### config.mk
export PLATFORM = sky130hd
export DESIGN_NAME = lcd_timing_gen
export DESIGN_NICKNAME = d
export VERILOG_FILES = /design/src/rtl/lcd_timing_gen.sv
export SDC_FILE = /design/constraint.sdc
export NUM_CORES = 1
export LEC_CHECK = 0
export CORE_MARGIN = 5
export CORE_UTILIZATION = 61
export DETAILED_ROUTE_END_ITERATION = 10
export PLACE_DENSITY_LB_ADDON = 0.15
export SETUP_SLACK_MARGIN = 0.3
export SKIP_LAST_GASP = 1
export SLEW_MARGIN = 20
export SYNTH_ARGS = -nofsm -noshare
export SYNTH_HDL_FRONTEND = slang
export SYNTH_SLANG_ARGS = --single-unit
### constraint.sdc
create_clock -name CLK -period 8.4 [get_ports CLK]
set_input_delay 1.26 -clock CLK [delete_from_list [all_inputs] [get_ports CLK]]
set_output_delay 1.26 -clock CLK [all_outputs]
set_load 0.005 [all_outputs]
### src/rtl/lcd_timing_gen.sv
// Parametrised LCD panel timing generator: pixel-tick divider, H/V raster counters,
// registered HD/VD/DEN with active coordinates, line/frame strobes and a look-ahead fetch request.
`default_nettype none

module lcd_timing_gen #(
  parameter int unsigned H_ACTIVE  = 800,
  parameter int unsigned H_FP      = 40,
  parameter int unsigned H_SYNC    = 1,
  parameter int unsigned H_BP      = 215,
  parameter int unsigned V_ACTIVE  = 480,
  parameter int unsigned V_FP      = 10,
  parameter int unsigned V_SYNC    = 1,
  parameter int unsigned V_BP      = 34,
  parameter int unsigned CLK_DIV   = 1,
  parameter bit          SYNC_POL  = 1'b0,
  parameter int unsigned LOOKAHEAD = 2,
  parameter int unsigned XW        = 11,
  parameter int unsigned YW        = 10,
  parameter int unsigned FW        = 8
) (
  input  logic          CLK,
  input  logic          RST,
  input  logic          EN,
  output logic          PIX_TICK,
  output logic          HD,
  output logic          VD,
  output logic          DEN,
  output logic [XW-1:0] Columna,
  output logic [YW-1:0] Fila,
  output logic          LINE_START,
  output logic          FRAME_START,
  output logic [FW-1:0] FRAME_CNT,
  output logic          REQ,
  output logic [XW-1:0] REQ_X,
  output logic [YW-1:0] REQ_Y
);

  localparam int unsigned H_TOTAL = H_SYNC + H_BP + H_ACTIVE + H_FP;
  localparam int unsigned V_TOTAL = V_SYNC + V_BP + V_ACTIVE + V_FP;
  localparam int unsigned H_START = H_SYNC + H_BP;
  localparam int unsigned V_START = V_SYNC + V_BP;
  localparam int unsigned DW      = (CLK_DIV > 1) ? $clog2(CLK_DIV) : 1;

  localparam longint unsigned X_SPAN = 64'd1 << XW;
  localparam longint unsigned Y_SPAN = 64'd1 << YW;

  localparam logic [DW-1:0] DIV_LAST   = DW'(CLK_DIV - 1);
  localparam logic [XW-1:0] H_LAST     = XW'(H_TOTAL - 1);
  localparam logic [YW-1:0] V_LAST     = YW'(V_TOTAL - 1);
  // Decode compares run one bit wider so H_START+H_ACTIVE == 2^XW cannot alias to 0.
  localparam logic [XW:0]   H_SYNC_END = (XW+1)'(H_SYNC);
  localparam logic [XW:0]   H_BEG      = (XW+1)'(H_START);
  localparam logic [XW:0]   H_END      = (XW+1)'(H_START + H_ACTIVE);
  localparam logic [XW:0]   LA         = (XW+1)'(LOOKAHEAD);
  localparam logic [YW:0]   V_SYNC_END = (YW+1)'(V_SYNC);
  localparam logic [YW:0]   V_BEG      = (YW+1)'(V_START);
  localparam logic [YW:0]   V_END      = (YW+1)'(V_START + V_ACTIVE);

  generate
    if (LOOKAHEAD >= H_START || 64'(H_TOTAL) > X_SPAN || 64'(V_TOTAL) > Y_SPAN ||
        H_SYNC == 0 || H_ACTIVE == 0 || V_SYNC == 0 || V_ACTIVE == 0 || CLK_DIV == 0)
    begin : g_bad_params
      $error("lcd_timing_gen: illegal timing parameter set");
    end
  endgenerate

  typedef struct packed {
    logic          hd;
    logic          vd;
    logic          den;
    logic [XW-1:0] col;
    logic [YW-1:0] row;
    logic          line_start;
    logic          frame_start;
    logic          req;
    logic [XW-1:0] req_x;
    logic [YW-1:0] req_y;
  } pins_t;

  localparam pins_t PINS_PARK = '{hd: ~SYNC_POL, vd: ~SYNC_POL, default: '0};

  logic          run_q, run_d;
  logic [DW-1:0] div_q, div_d;
  logic [XW-1:0] h_q, h_d;
  logic [YW-1:0] v_q, v_d;
  pins_t         pins_q, pins_d, pins_next;
  logic [FW-1:0] fcnt_q, fcnt_d;
  logic          tick;

  // run_q holds off the first tick for one cycle after reset or re-enable, which keeps
  // PIX_TICK low throughout reset without routing the async reset into datapath logic.
  assign tick     = EN && run_q && (div_q == DIV_LAST);
  assign PIX_TICK = tick;

  // NOTE: every combinational output gets a default first so no path leaves it unassigned (no latches).
  always_comb begin
    run_d = EN;
    div_d = '0;
    h_d   = H_LAST;
    v_d   = V_LAST;
    if (EN) begin
      div_d = (div_q == DIV_LAST) ? '0 : div_q + DW'(1);
      h_d   = h_q;
      v_d   = v_q;
      if (tick) begin
        h_d = (h_q == H_LAST) ? '0 : h_q + XW'(1);
        if (h_q == H_LAST) begin
          v_d = (v_q == V_LAST) ? '0 : v_q + YW'(1);
        end
      end
    end
  end

  // Pins describe the position the counters will hold after this edge (zero latency).
  logic [XW:0] h_x, h_la;
  logic [YW:0] v_x;
  logic        h_act, v_act, r_act;

  always_comb begin
    h_x   = {1'b0, h_d};
    v_x   = {1'b0, v_d};
    h_la  = h_x + LA;
    h_act = (h_x >= H_BEG) && (h_x < H_END);
    v_act = (v_x >= V_BEG) && (v_x < V_END);
    r_act = (h_la >= H_BEG) && (h_la < H_END) && v_act;

    pins_next             = PINS_PARK;
    pins_next.hd          = (h_x < H_SYNC_END) ? SYNC_POL : ~SYNC_POL;
    pins_next.vd          = (v_x < V_SYNC_END) ? SYNC_POL : ~SYNC_POL;
    pins_next.den         = h_act && v_act;
    pins_next.line_start  = (h_d == '0);
    pins_next.frame_start = (h_d == '0) && (v_d == '0);
    if (h_act && v_act) begin
      pins_next.col = XW'(h_x - H_BEG);
      pins_next.row = YW'(v_x - V_BEG);
    end
    if (r_act) begin
      pins_next.req   = 1'b1;
      pins_next.req_x = XW'(h_la - H_BEG);
      pins_next.req_y = YW'(v_x - V_BEG);
    end
  end

  always_comb begin
    pins_d = pins_q;
    fcnt_d = fcnt_q;
    if (!EN) begin
      pins_d = PINS_PARK;
    end else if (tick) begin
      pins_d = pins_next;
      if (pins_next.frame_start) begin
        fcnt_d = fcnt_q + FW'(1);
      end
    end
  end

  // NOTE: state registers use non-blocking assignments so every flop samples pre-edge values.
  always_ff @(posedge CLK or posedge RST) begin
    if (RST) begin
      run_q  <= 1'b0;
      div_q  <= '0;
      h_q    <= H_LAST;
      v_q    <= V_LAST;
      pins_q <= PINS_PARK;
      fcnt_q <= '0;
    end else begin
      run_q  <= run_d;
      div_q  <= div_d;
      h_q    <= h_d;
      v_q    <= v_d;
      pins_q <= pins_d;
      fcnt_q <= fcnt_d;
    end
  end

  assign HD          = pins_q.hd;
  assign VD          = pins_q.vd;
  assign DEN         = pins_q.den;
  assign Columna     = pins_q.col;
  assign Fila        = pins_q.row;
  assign LINE_START  = pins_q.line_start;
  assign FRAME_START = pins_q.frame_start;
  assign FRAME_CNT   = fcnt_q;
  assign REQ         = pins_q.req;
  assign REQ_X       = pins_q.req_x;
  assign REQ_Y       = pins_q.req_y;

endmodule

`default_nettype wire

**Word-level counts from Yosys, hierarchy flattened**

Index checks and enable logic that the tools add are counted.

- Register bits: 79
- Bits in latches: 0
- RAM bits: 0
- Memory bits (read-only): 0
- Output and inout bits: 57
- Memories kept: 0

- Add/subtract/negate cells: 8
- Multiply operators: 0
- Div/mod/pow operators: 0
- Order comparisons: 8
- Eq/ne operators: 3
- Shifts and indexed selects: 0
- Muxes and demuxes: 15
- Bitwise gates (word level): 1
- Reduce and logical (&&, ||, !) cells: 11

Operator list:

| cell | number |
|---|---|
| $mux 48 | 2 |
| $mux 10 | 4 |
| $mux 11 | 3 |
| $mux 22 | 1 |
| $sub 11x8->11 const B | 2 |
| $mux 21 | 1 |
| $add 11x2->12 const B | 1 |
| $ge 12x8->1 const B | 1 |
| $lt 12x10->1 const B | 1 |
| $add 11x1->11 const B | 1 |
| $eq 11x11->1 const B | 1 |
| $ge 11x8->1 const B | 1 |
| $logic_not 11->1 | 1 |
| $lt 11x1->1 const B | 1 |
| $lt 11x10->1 const B | 1 |
| $add 10x1->10 const B | 1 |
| $eq 10x10->1 const B | 1 |
| $ge 10x6->1 const B | 1 |
| $logic_not 10->1 | 1 |
| $lt 10x1->1 const B | 1 |
| $lt 10x10->1 const B | 1 |
| $sub 10x6->10 const B | 1 |
| $add 8x1->8 const B | 1 |
| $logic_and 1x1->1 | 8 |
| other kinds (5) | 8 |

**Logic depth before layout (Yosys ltp)**

- Word-level depth: 11
- Mapped depth: 18
- Mapped depth without buffers: 14

**Worst setup path before layout**

No wires, ideal clock.

- Kind: in2reg
- Start: in EN
- End: reg pins_q (netlist bit REQ_X[0])
- Setup time: 0.134 ns
- Arrival: 4.430 ns
- Data required time: 8.266 ns
- Setup slack: 3.836 ns
- Cell stages on the path: 17
- Cell sequence: buf_6 clkbuf_1 nand2_1 mux2i_1 or2_2 clkbuf_2 inv_1 ha_1 nand2_1 a2111oi_0 nor4_1 nor3b_1 o21ai_1 a2111o_1 nand2_4 buf_6 o41ai_2

- Longest elaborated chain between the ends: 11
- Elaborated cells between the ends (all ways): 19

Ends and longest elaborated chain:

| item | RTL line | source |
|---|---|---|
| start: declaration | 23 | `input logic EN,` |
| $logic_and 1x1->1 (2 in series) | 92 | `assign tick = EN && run_q && (div_q == DIV_LAST);` |
| $mux 11 | 105 | `if (tick) begin` |
| $mux 11 * | 101 | `if (EN) begin` |
| via h_d[3] | 84 | `logic [XW-1:0] h_q, h_d;` |
| $add 11x2->12 * | 122 | `h_la = h_x + LA;` |
| $ge 12x8->1 or $lt 12x10->1 (tied branches) | 125 | `r_act = (h_la >= H_BEG) && (h_la < H_END) && v_act;` |
| $logic_and 1x1->1 * (2 in series) | 125 |  |
| $mux 22 * | 137 | `if (r_act) begin` |
| $mux 48 * | 149 | `end else if (tick) begin` |
| $mux 48 * | 147 | `if (!EN) begin` |
| end signal: assignment | 171 | `pins_q <= pins_d;` |
| end: declaration | 86 | `pins_t pins_q, pins_d, pins_next;` |

The timed path passes the listed nets; every way through them passes the cells marked *. The select of a mux whose other input is x is not followed.
A chain may end at the register's enable or synchronous reset.

**Worst setup path in the final report**

- Start: in EN
- End: reg pins_q (netlist bit REQ_X[2])

- Elaborated cells between the ends (all ways): 19

RTL lines:

| item | RTL line | source |
|---|---|---|
| $logic_and 1x1->1 (2 in series) | 92 |  |
| $mux 10 | 105 |  |
| $mux 10 * | 101 |  |
| via v_d[0] | 85 | `logic [YW-1:0] v_q, v_d;` |
| $ge 10x6->1 or $lt 10x10->1 (tied branches) | 124 | `v_act = (v_x >= V_BEG) && (v_x < V_END);` |
| $logic_and 1x1->1 * | 124 |  |
| $logic_and 1x1->1 * | 125 |  |
| $mux 22 * | 137 |  |
| $mux 48 * | 149 |  |
| $mux 48 * | 147 |  |

Marked as above.

==> run summary <==
wirelength, routed - 14100 µm
GRT Resource Usage Total - 29.0%
worst-margin pin slew - 1.04 ns
most used cells in the layout excluding fill and tap cells - nand2_1, dfrtp_1, clkdlybuf4s50_1
Cell Pwr Density - 159 nW/µm²
layout cell share with drive strength beyond 1 - 12.4%
Final Hold Violating Endpoints - 0
number of global-route vias before repair - 4352
time the final worst path needs with I/O delays and setup - 6.13 ns
library cell used as clock root buffer - clkbuf_8
pin count of the biggest net entering global routing - 79
total of flip-flops plus latches after synthesis - 78
Unique masters post-synth - 77
1st-iter DRT viols - 367
sequential share of the synthesized area - 39.4%
Post-synth ARST share - 100%
Setup CP Type - in2reg
total number of vias - 4432
Post-Syn Area - 4990 µm²
combinational cell fraction of total power - 23.3%
final worst clock skew - 0.0151 ns
run status - completed
proportion of total power due to net switching - 34.3%
cell area after placement - 5550 µm²
number of levels in the clock H-tree - 3
share of the clock period used by the worst path - 73.0%
number of synthesized flops with an enable pin - 0
Worst-path clk slew - 0.10 ns
DRC violation count after routing - 0
Worst EP arrival - 6.32 ns
leakage dissipation - 2.42 nW
number of buffers inserted by post-CTS setup repair - 0
endpoint type of the worst setup path - flip-flop
Post-Synthesis Net Count - 547
CTS hold repair buffers - 0
I/O Pins - 60
share of the core filled with cells - 71.1%
Net Switching - 315 µW
Synth-to-Final Area Change - 15.3%
most frequently used flop master after synthesis - dfrtp_1
largest driver fanout on the critical path - 27
worst slew margin relative to its limit - 30.2%
mean routed wirelength per cell - 20.8 µm
clock insertion delay at the later pin of the skew report - 0.35 ns
row count - 33
Sequential cell area - 1970 µm²
Slew Viols, Final - 0
Longest Clk Path Bufs - 2
Yosys warning total - 0
unrepaired setup endpoints after global routing - false
floorplan core area - 8090 µm²
path class of the lowest-slack min-delay path - reg2reg
Final Hold Slack - 0.471 ns
most common cell after layout, fill and taps aside - nand2_1
Antenna Cells - 0
Antenna Nets Post-Route - 0
clock tree from TritonCTS - built
Crit path required time - 8.59 ns
Power Internal - 602 µW
worst supply voltage drop on vdd - 104 µV
area occupied by multi-input gates - 2730 µm²
effective utilization at floorplan - 61.6%
highest achievable clock rate - 163 MHz
clock net sink count - 78
number of nets in the layout - 586
Port Buffer Count - 59
CTS Buf Count - 9
horizontal die dimension - 100 µm
Placer Congestion - 0.909
instance count of the mapped netlist - 530
first-pass GRT wire length - 23000 µm
y dimension of the die - 100 µm
post-CTS resize count - 0
number of antenna violations at the first check in global routing - 0
TNS Setup - 0 ns
startpoint kind of the worst setup timing path - input port
number of endpoints failing setup at the final stage - 0
First-pass DRT Iterations - 5
Total Die Area - 10100 µm²
max-cap violations - 0
mean number of vias per cell - 6.53
relative contribution of the clock network to total power - 32.8%
post-synthesis area per instance - 9.41 µm²
Filler cells - 647
post-layout instance area - 5750 µm²
Overflow after GRT - 0
estimated wirelength of the detail-placed design - 10100 µm
sequential share of power - 43.9%
synthesized netlist by cell type, drive strengths merged, types with 5 or more instances:
library cell / n / area share, %
a21oi: 12 / 1.4
a31oi: 11 / 1.4
and2: 6 / 0.75
and3: 6 / 0.75
buf: 18 / 2.9
clkbuf: 17 / 1.3
dfrtp: 67 / 34
dfstp: 11 / 5.8
ha: 14 / 3.5
inv: 25 / 1.9
nand2: 72 / 5.6
nand2b: 8 / 1.1
nand3: 16 / 1.6
nand4: 18 / 2.4
nor2: 25 / 1.9
nor3: 14 / 1.5
nor4: 16 / 2.9
o211ai: 9 / 1.4
o21ai: 36 / 3.6
o31ai: 7 / 1.1
o41ai: 18 / 5.1
or2: 5 / 0.63
or4: 5 / 0.90
xnor2: 22 / 3.9
xor2: 11 / 1.9
registers in the layout, summed over array words and instances (netlist names):
name         count
FRAME_START      1
LINE_START       1
REQ              1
DEN              1
REQ_Y           10
h_q             11
HD               1
FRAME_CNT        8
Columna         11
run_q            1
Fila            10
VD               1
REQ_X           11
v_q             10
power by group through the flow:
stage | sequential, mW | combinational (mW) | clock (mW)
finish | 0.402 | 0.213 | 0.301
global placement | 0.408 | 0.205 | 0
detailed placement | 0.409 | 0.208 | 0
global route | 0.404 | 0.230 | 0.320
floorplan | 0.401 | 0.170 | 0
CTS | 0.402 | 0.210 | 0.300
per-layer routing:
metal  vias up  part of all wire, %  wire length (µm)  track usage [%]
li1       2033                    -                 -                -
met1      2173                   43              6070             39.0
met2       190                   47              6700             46.4
met3        36                  6.8               963             5.35
met4         0                  2.8               394             11.2
met5         -                    0                 0                0
final timing paths:
kind                                                from                  endpoint  slack [ns]  depth (start not counted)
min in group asynchronous                            RST      REQ_X[5]$_DFFE_PP0P_        1.53                          3
worst max register to register          h_q[1]$_DFF_PP1_      REQ_X[2]$_DFFE_PP0P_        2.91                         12
max in group asynchronous                            RST          v_q[4]$_DFF_PP0_        6.23                          3
worst min-delay path            FRAME_CNT[7]$_DFFE_PP0P_  FRAME_CNT[7]$_DFFE_PP0P_        0.47                          1
worst max-delay path                                  EN      REQ_X[2]$_DFFE_PP0P_        2.27                         12
worst min register to register  FRAME_CNT[7]$_DFFE_PP0P_  FRAME_CNT[7]$_DFFE_PP0P_        0.47                          1
kinds of logic after synthesis:
family                     synth area share, %
AOI/OAI and AO/OA                         20.3
xor gates and xnor gates                  5.80
adders and majority gates                 3.51
buffers and inverters                     6.05
DFF                                       39.4
muxes                                     1.03
and+or+nand+nor                           23.9
layout make-up:
| cell class | instances | area share (%) |
|---|---|---|
| inverter | 25 | 1.63 |
| tap | 105 | 2.28 |
| clock buffer | 11 | 2.46 |
| multi-input combinational | 392 | 47.5 |
| sequential | 78 | 34.2 |
| timing repair buffer | 63 | 10.8 |
| clock inverter | 5 | 1.11 |
stage by stage:
stage | power (mW) | instances | setup slack (ns)
floorplan | 0.572 | 530 | 3.84
global placement | 0.613 | 663 | 2.37
detailed placement | 0.617 | 663 | 2.01
CTS | 0.913 | 679 | 2.39
global route | 0.954 | 679 | 1.93
finish | 0.917 | 679 | 2.27
worst max-delay path, stage by stage:
cell	delay, ns
clkdlybuf4s50_1	1.05
nand2_1	0.35
nor4_2	0.81
o21ai_0	0.25
nand2_1	0.18
inv_1	0.12
ha_1	0.25
nor4_1	0.52
a21oi_2	0.16
nor3_1	0.26
or2_1	0.84
o21ai_0	0.25
Note: power is estimated with default switching activity, not from simulation.
==> RTL edit (same flow settings) <==
Set the parameter `SYNC_POL` to 1'b1 (it was 1'b0).
--- a/src/rtl/lcd_timing_gen.sv
+++ b/src/rtl/lcd_timing_gen.sv
@@ -12,7 +12,7 @@
   parameter int unsigned V_SYNC    = 1,
   parameter int unsigned V_BP      = 34,
   parameter int unsigned CLK_DIV   = 1,
-  parameter bit          SYNC_POL  = 1'b0,
+  parameter bit          SYNC_POL  = 1'b1,
   parameter int unsigned LOOKAHEAD = 2,
   parameter int unsigned XW        = 11,
   parameter int unsigned YW        = 10,
Formal check against the unedited RTL: not equivalent (Yosys sat finds a counterexample within 4 cycles, from zero or initial values and one cycle with RST high).
==> RTL edit against the unedited design <==
- sequential power is essentially flat
- clock skew fell by 3.8 ps
- cell count fell by 12%
- total power decreased by 7.3%
- routed wire length is 18% lower
- global-route usage down 1.6 points
- worst hold slack better by 12 ps
- area after synthesis is 9.1% lower
- first-iteration DRC count decreased by 37%
- worst setup slack got worse by 28 ps
- sequential cell count stayed put
- clock power decreased by 8.0%
- design area decreased by 7.0%
- highest routed layer unchanged
==> RTL edit: results (changes against the unedited design) <==
| Metric | Value |
|---|---|
| CP max FO | `26 (was 27)` |
| Post CTS Setup Buffer Count | `0 (unchanged)` |
| Synth area leaders | `dfrtp_1 (38%), xnor2_1 (5.8%), dfstp_2 (5.2%), a22o_1 (5.2%), ha_1 (3.9%) (was dfrtp_1 (34%), dfstp_2 (5.8%), nand2_1 (5.3%), o41ai_2 (4.2%), xnor2_1 (3.9%))` |
| Routability Congestion | `0.953 (was 0.909)` |
| First-pass GRT wire length | `19.4 mm (was 23.0 mm)` |
| Total chip power | `0.849 mW (was 0.917 mW)` |
| Placed cell count | `581 (was 663)` |
| Final Cell Area | `5350 µm² (was 5750 µm²)` |
| DP Wirelength | `8.20 mm (was 10.1 mm)` |
| Sw Share | `34.3% (about the same)` |
| Number of global-route vias before repair | `3779 (was 4352)` |
| Relative slew margins | `28.9% (was 30.2%)` |
| Synth unique cells | `70 (was 77)` |
| Wire length per cell | `19.4 µm (was 20.8 µm)` |
| R2r setup slk | `3000 ps (was 2910 ps)` |
| R2r startpoint | `h_q[0]$_DFF_PP1_ (was h_q[1]$_DFF_PP1_)` |
| Reg2Reg Depth | `16 (was 12)` |
| Fill cell count | `538 (was 647)` |
| Final net count | `511 (was 586)` |
| GRT Total Usage | `27.3% (was 29.0%)` |
| Syn nets | `460 (was 547)` |
| Final hold slack | `482 ps (was 471 ps)` |
| Max rail drop VDD | `0.115 mV (was 0.104 mV)` |
| Drt first-iter violations | `232 (was 367)` |
| Comb. pwr | `0.171 mW (was 0.213 mW)` |
| Placed cell areas | `5140 µm² (was 5550 µm²)` |
| Status | `completed (unchanged)` |
| Met3 Wirelength | `523 µm (was 963 µm)` |
| M3 GR Usage | `3.99% (was 5.35%)` |
| Final period util | `73.3% (was 73.0%)` |
| Share of cells above drive strength 1 | `15.0% (was 12.4%)` |
| DRT Wirelength | `11.6 mm (was 14.1 mm)` |
| Register area share after synthesis | `43.3% (was 39.4%)` |
| Crit Reg-Reg Endpoint | `REQ_Y[3]$_DFFE_PP0P_ (was REQ_X[2]$_DFFE_PP0P_)` |
| Drt pass-1 iters | `4 (was 5)` |
| Clock skew | `11.3 ps (was 15.1 ps)` |
| Post-DR vias/cell | `6.39 (was 6.53)` |
| DIE AREA | `9250 µm² (was 10100 µm²)` |
| Met1 GRT Util | `35.8% (was 39.0%)` |
| Static Leak | `2.29 nW (was 2.42 nW)` |
==> RTL edit: cell count changes in the layout (fill, tap and decap cells not counted), moves of 8 or more <==
cell and change:
a31oi_1 -8, nor2_1 -9, o21ai_0 -20, a22o_1 +23, a22o_2 +15, o41ai_2 -14
a21oi_1 +9, nand2_1 -33, o21ai_1 -8, xnor2_1 +8
==> RTL edit: kinds of logic after synthesis <==
logic type,synth area share (%)
AND/OR/NAND/NOR,18.4
AO/OA/AOI/OAI,20.0
flip-flops,43.3
buffers and inverters,5.08
XOR/XNOR,8.12
adder cells (fa/ha/maj),3.87
multiplexers,1.19
==> RTL edit: cell type report <==
class | count | share of cell area, %
multi-input cells | 318 | 43.9
repair buffers | 65 | 12.0
well taps | 99 | 2.32
inverters | 22 | 1.54
clock buffers | 9 | 2.32
clock inverters | 7 | 1.26
flip-flops and latches | 78 | 36.7
==> RTL edit: how the worst max path moves through the flow <==
stage	from	end	depth (start not counted)
after floorplan	EN	REQ_X[0]$_DFFE_PP0P_	17
final	EN	REQ_Y[3]$_DFFE_PP0P_	16
after global routing	EN	REQ_Y[0]$_DFFE_PP0P_	16
after global placement	EN	REQ_Y[0]$_DFFE_PP0P_	16
after CTS	EN	REQ_Y[0]$_DFFE_PP0P_	16
after detailed placement	EN	REQ_Y[0]$_DFFE_PP0P_	16
==> RTL edit: critical path, cell delays in order <==
cell             delay (ps)
clkdlybuf4s50_1        1120
inv_2                   340
a21o_1                  240
a31oi_1                 400
inv_1                   180
ha_1                    370
nand2_1                 230
nor4_1                   90
nor3_1                  250
xor2_1                  180
a2bb2oi_1               380
nor3_1                   90
a211o_1                 350
nor3_2                  460
buf_4                   320
a22o_1                  170
